File: src/rtl/exec_control_pkg.sv
// cpu_pkg: shared opcode, state and instruction-field definitions for the 16-bit CPU
package cpu_pkg;
  localparam int INSTR_W = 16;
  localparam int OP_HI = 15;
  localparam int OP_LO = 12;
  localparam int RD_HI = 11;
  localparam int RD_LO = 8;
  localparam int RA_HI = 7;
  localparam int RA_LO = 4;
  localparam int RB_HI = 3;
  localparam int RB_LO = 0;
  localparam int IMM_HI = 7;
  localparam int IMM_LO = 0;
  typedef enum logic [3:0] {
    OP_NOP  = 4'h0,
    OP_ADD  = 4'h1,
    OP_SUB  = 4'h2,
    OP_AND  = 4'h3,
    OP_OR   = 4'h4,
    OP_XOR  = 4'h5,
    OP_SHL  = 4'h6,
    OP_SHR  = 4'h7,
    OP_LDI  = 4'h8,
    OP_JMP  = 4'h9,
    OP_BZ   = 4'hA,
    OP_HALT = 4'hF
  } opcode_t;
  typedef enum logic [2:0] {
    S_FETCH     = 3'd0,
    S_DECODE    = 3'd1,
    S_EXECUTE   = 3'd2,
    S_WRITEBACK = 3'd3,
    S_HALTED    = 3'd4
  } state_t;
endpackage

File: src/rtl/exec_control_alu.sv
// alu: combinational 16-bit ALU producing result, carry/borrow and zero
module alu
  import cpu_pkg::*;
(
  input  opcode_t     op,
  input  logic [15:0] a,
  input  logic [15:0] b,
  output logic [15:0] result,
  output logic        c,
  output logic        z
);
  logic [16:0] sum;
  logic [16:0] dif;
  assign sum = {1'b0, a} + {1'b0, b};
  assign dif = {1'b0, a} - {1'b0, b};
  always_comb begin
    result = op == OP_ADD ? sum[15:0] :
             op == OP_SUB ? dif[15:0] :
             op == OP_AND ? a & b :
             op == OP_OR  ? a | b :
             op == OP_XOR ? a ^ b :
             op == OP_SHL ? a << b[3:0] :
             op == OP_SHR ? a >> b[3:0] : 16'h0000;
    c = op == OP_ADD ? sum[16] : op == OP_SUB ? dif[16] : 1'b0;
    z = result == 16'h0000;
  end
endmodule

File: src/rtl/exec_control.sv
// exec_control: multi-cycle fetch/decode/execute/writeback controller with integrated ALU
module exec_control
  import cpu_pkg::*;
#(
  parameter int                ADDR_W   = 16,
  parameter logic [ADDR_W-1:0] RESET_PC = '0
) (
  input  logic              clk,
  input  logic              reset,
  output logic              imem_req,
  output logic [ADDR_W-1:0] imem_addr,
  input  logic              imem_ack,
  input  logic [15:0]       imem_data,
  output logic              rf_en_read,
  output logic [3:0]        rf_ra_addr,
  output logic [3:0]        rf_rb_addr,
  input  logic [15:0]       rf_ra,
  input  logic [15:0]       rf_rb,
  output logic              rf_en_write,
  output logic [3:0]        rf_rd_addr,
  output logic [15:0]       rf_wdata,
  output logic [ADDR_W-1:0] pc,
  output logic              flag_z,
  output logic              flag_c,
  output logic              halted,
  output logic              illegal
);
  state_t               state;
  logic [INSTR_W-1:0]   ir;
  logic [15:0]          result;
  logic [3:0]           opc;
  logic [15:0]          alu_y;
  logic                 alu_c;
  logic                 alu_z;
  logic                 is_alu;
  logic                 is_undef;
  logic [ADDR_W-1:0]    pc_inc;
  assign opc      = ir[OP_HI:OP_LO];
  assign is_alu   = opc inside {[4'h1:4'h7]};
  assign is_undef = opc inside {[4'hB:4'hE]};
  assign pc_inc   = pc + ADDR_W'(1);
  // enables are gated by reset so an in-flight fetch or writeback is dropped at once
  assign imem_req    = state == S_FETCH && !reset;
  assign rf_en_read  = state == S_DECODE && !reset;
  assign rf_en_write = state == S_WRITEBACK && !reset;
  assign imem_addr   = pc;
  assign rf_ra_addr  = ir[RA_HI:RA_LO];
  assign rf_rb_addr  = ir[RB_HI:RB_LO];
  assign rf_rd_addr  = ir[RD_HI:RD_LO];
  assign rf_wdata    = result;
  assign halted      = state == S_HALTED;
  alu u_alu (
    .op    (opcode_t'(opc)),
    .a     (rf_ra),
    .b     (rf_rb),
    .result(alu_y),
    .c     (alu_c),
    .z     (alu_z)
  );
  always_ff @(posedge clk) begin
    if (reset) begin
      state   <= S_FETCH;
      pc      <= RESET_PC;
      ir      <= '0;
      result  <= '0;
      flag_z  <= 1'b0;
      flag_c  <= 1'b0;
      illegal <= 1'b0;
    end else begin
      case (state)
        S_FETCH: if (imem_ack) begin
          ir    <= imem_data;
          state <= S_DECODE;
        end
        S_DECODE: state <= S_EXECUTE;
        S_EXECUTE: begin
          if (is_alu) begin
            result <= alu_y;
            flag_z <= alu_z;
            flag_c <= alu_c;
            state  <= S_WRITEBACK;
          end else if (opc == OP_LDI) begin
            result <= {8'h00, ir[IMM_HI:IMM_LO]};
            state  <= S_WRITEBACK;
          end else if (opc == OP_JMP) begin
            pc    <= ADDR_W'(rf_ra);
            state <= S_FETCH;
          end else if (opc == OP_BZ) begin
            pc    <= rf_ra == 16'h0000 ? ADDR_W'(rf_rb) : pc_inc;
            state <= S_FETCH;
          end else if (opc == OP_HALT) begin
            state <= S_HALTED;
          end else begin
            illegal <= illegal | is_undef;
            pc      <= pc_inc;
            state   <= S_FETCH;
          end
        end
        S_WRITEBACK: begin
          pc    <= pc_inc;
          state <= S_FETCH;
        end
        S_HALTED: state <= S_HALTED;
        default: state <= S_FETCH;
      endcase
    end
  end
endmodule

File: config.mk
export PLATFORM = sky130hd
export DESIGN_NAME = exec_control
export DESIGN_NICKNAME = d
export VERILOG_FILES = /design/src/rtl/exec_control_pkg.sv /design/src/rtl/exec_control_alu.sv /design/src/rtl/exec_control.sv
export SDC_FILE = /design/constraint.sdc
export NUM_CORES = 1
export LEC_CHECK = 0
export BUFFER_PORTS_ARGS = -buffer_cell sky130_fd_sc_hd__clkbuf_2
export CAP_MARGIN = 10
export CORE_UTILIZATION = 50
export CTS_BUF_LIST = sky130_fd_sc_hd__clkbuf_16
export DETAILED_ROUTE_END_ITERATION = 10
export PLACE_DENSITY = 0.77
export SYNTH_ARGS = -nofsm -noshare
export SYNTH_HDL_FRONTEND = slang
export SYNTH_HIERARCHICAL = 1
export SYNTH_SLANG_ARGS = --single-unit
File: constraint.sdc
create_clock -name clk -period 5.1 [get_ports clk]
set_input_delay 0.255 -clock clk [delete_from_list [all_inputs] [get_ports clk]]
set_output_delay 0.255 -clock clk [all_outputs]
set_load 0.01 [all_outputs]
==> impl_metrics.tcl <==
set metrics [dict create \
    fin_tns_setup_ns 0 \
    die_w_um 121 \
    clkPwrFrac_pct 24.7 \
    cp_max_fo 25 \
    r2r_slack_ns 0.85 \
    p_switching_mw 0.572 \
    gp_congestion 0.983 \
    cts_inserted_buffers 5 \
    fin_crit_ns 4.25 \
    cts_tree "built" \
    status "completed" \
    seq_power_share_pct 32.9 \
    path_clk_slew_ns 0.07 \
    antenna_found_initial 0 \
    end_kind "flip-flop" \
    first_pass_iters 6 \
    grt_first_pass_wirelength_um 38500 \
    cp.required_ns 5.34 \
    fin_util_pct 55.7 \
    cts.repair.resized 0 \
    ys_warn_count 6 \
    power.leakage_nw 3.19 \
    antenna_left 0 \
    hpwlAfterDp_um 19100 \
    power_density_nw_per_um2 185 \
    cts_setup_buffers 0 \
    dp_cells 1167 \
    viasPerCell 6.65 \
    worstSetupPathType "reg2reg" \
    irDropWorstVdd_v 0.000136 \
    coreArea_um2 13800 \
    cts.sinks 54 \
    syn_area_um2 7060 \
    start_kind "flip-flop" \
    maxCapViolations 0 \
    fp-row-count 43 \
    finalSetupViolations 0 \
    port_buffers 117 \
    synth_cells 940 \
    synth_seq_cells 54 \
    worst_slack_ns 0.846 \
    nets 1098 \
    synth_edf_count 0 \
    p_comb_share_pct 42.4 \
    tightest_slew_ns 0.967 \
    die_area_um2 14600 \
    worstSkewPairLatency_ns 0.31 \
    p_int_mw 0.852 \
    root_buffer "clkbuf_16" \
    routed_wl_um 24800 \
    drive_gt1_share_pct 20.2 \
    synthFlopType "dfxtp_1" \
    die_h_um 121 \
    diodes 0 \
    finalCritPeriodShare_pct 83.4 \
    grt_pass1_vias 6997 \
    h-tree-depth 2 \
    grt_overflow_total 0 \
    start_util_pct 51.0 \
    async_flop_share_pct 0 \
    hold_buffers 0 \
    max-slew-margin-rel_pct 35.4 \
    maxSlewViolCount 0 \
    fin_cells 1175 \
    finalHoldViolCount 0 \
    clk_path_buf_depth 2 \
    areaGrowthSynthToFinish_pct 9.09 \
    grt_max_degree 55 \
    vias 7811 \
    preCtsSetupSlack_ns 0.655 \
    holdCritPathClass "in2reg" \
    cp.arrival_ns 4.49 \
    ys_seq_area_share_pct 15.3 \
    sw_frac_of_total_pct 40.2 \
    syn_nets 1044 \
    routedWlPerCell_um 21.1 \
    fin_skew_ns 0.0118 \
    drt_iter0_drc 1007 \
    rsz0062_at_grt "false" \
    finalPower_mw 1.42 \
    io_pins 118 \
    drcViolationCount 0 \
    syn_area_per_cell_um2 7.51 \
    synth_cell_type_count 86 \
    fmaxAchievable_ghz 0.235 \
    grt_usage_pct 34.0 \
]
## path summary, 6_finish.rpt
check | end | cells past startpoint | from
max | flag_z | 12 | ir[15]
min | ir[9] | 3 | imem_data[9]
max reg2reg | flag_z | 12 | ir[15]
min reg2reg | ir[8] | 2 | ir[8]
## critical path, stage by stage, from the launching register on
cell     delay, ns
dfxtp_1       0.96
buf_4         0.28
nor4_2        0.05
buf_4         0.24
a221o_1       0.36
a21oi_1       0.20
o21ai_0       0.22
or4_1         0.55
or4b_1        0.47
or4_1         0.42
nor4_2        0.21
mux2i_1       0.10
nor2_1        0.10
## area by class of cell
| class | instances | area (um2) |
|---|---|---|
| flip-flops and latches | 54 | 1080 |
| clock buffers | 5 | 125 |
| well taps | 180 | 225 |
| repair buffers | 141 | 766 |
| clock inverters | 3 | 23.8 |
| inverters | 57 | 214 |
| fillers | 1330 | 6130 |
| multi-input cells | 735 | 5270 |
## flip-flops by register name, summed over array words and instances, names as in the netlist
register,flops
imem_addr,16
ir,16
rf_wdata,16
state,3
flag_c,1
flag_z,1
illegal,1
## synth_stat cells, types with 6 or more instances
library cell	number	area share, %
or4_1	7	0.74
a21oi_1	71	5.0
and2_1	7	0.62
nor2_1	78	4.1
a221o_1	6	0.85
inv_1	54	2.9
nor2b_1	14	1.2
nand4_1	7	0.62
mux2_2	9	1.4
nand3_1	24	1.7
mux2i_1	24	3.4
nor4_1	8	0.71
buf_2	14	0.99
a211o_1	7	0.87
nor3_1	19	1.3
o21ai_0	51	3.6
a32o_1	9	1.3
nand2b_1	16	1.4
mux4_2	20	6.4
clkbuf_1	39	2.1
ha_1	51	9.0
a211oi_1	15	1.6
o221ai_1	9	1.1
o22ai_1	14	1.2
o31ai_1	8	0.85
nand2_1	95	5.1
buf_4	33	3.5
a221oi_1	8	0.99
a22oi_1	15	1.6
a311oi_1	10	1.2
dfxtp_1	54	15
a31oi_1	16	1.4
and3_1	11	0.98
## layout by cell type (no fill, tap or decap), types with 20 or more instances in the layout
| cell type | instances |
|---|---|
| mux4_2 | 20 |
| o21ai_0 | 51 |
| mux2i_1 | 24 |
| dfxtp_1 | 54 |
| clkbuf_2 | 117 |
| nand3_1 | 24 |
| inv_1 | 54 |
| nand2_1 | 95 |
| nor2_1 | 78 |
| buf_4 | 24 |
| ha_1 | 51 |
| a21oi_1 | 71 |
## power by group through the flow
stage / clock [mW] / sequential, mW / combinational [mW]
after global placement: 0 / 0.477 / 0.582
after detailed placement: 0 / 0.478 / 0.585
after CTS: 0.357 / 0.468 / 0.587
after floorplan: 0 / 0.468 / 0.416
after global routing: 0.376 / 0.472 / 0.649
final: 0.352 / 0.469 / 0.603
## metrics by stage
stage | hold WS, ns | cell area [um2]
finish | 0.162 | 7700
floorplan | 0.391 | 7060
detailed placement | 0.450 | 7550
CTS | 0.161 | 7700
global route | 0.162 | 7700
global placement | 0.442 | 7550
## metal layers
metal | global-route usage [%] | vias to the layer above | part of all wire [%]
met5 | 0 | - | 0
met4 | 14.4 | 0 | 4.2
met3 | 6.51 | 61 | 9.4
met2 | 52.9 | 443 | 44
met1 | 45.6 | 3700 | 42
li1 | - | 3607 | -
## cells by family (layout without fill, tap and decap cells)
group | Yosys count | in the layout | share of synthesized area [%]
xor+xnor | 1 | 1 | 0.124
compound gates | 307 | 307 | 30.3
flops | 54 | 54 | 15.3
buf+inv | 151 | 206 | 10.5
fa+ha+maj | 53 | 53 | 9.61
simple gates | 321 | 321 | 22.9
mux | 53 | 53 | 11.2
Note: power is estimated with default switching activity, not from simulation.
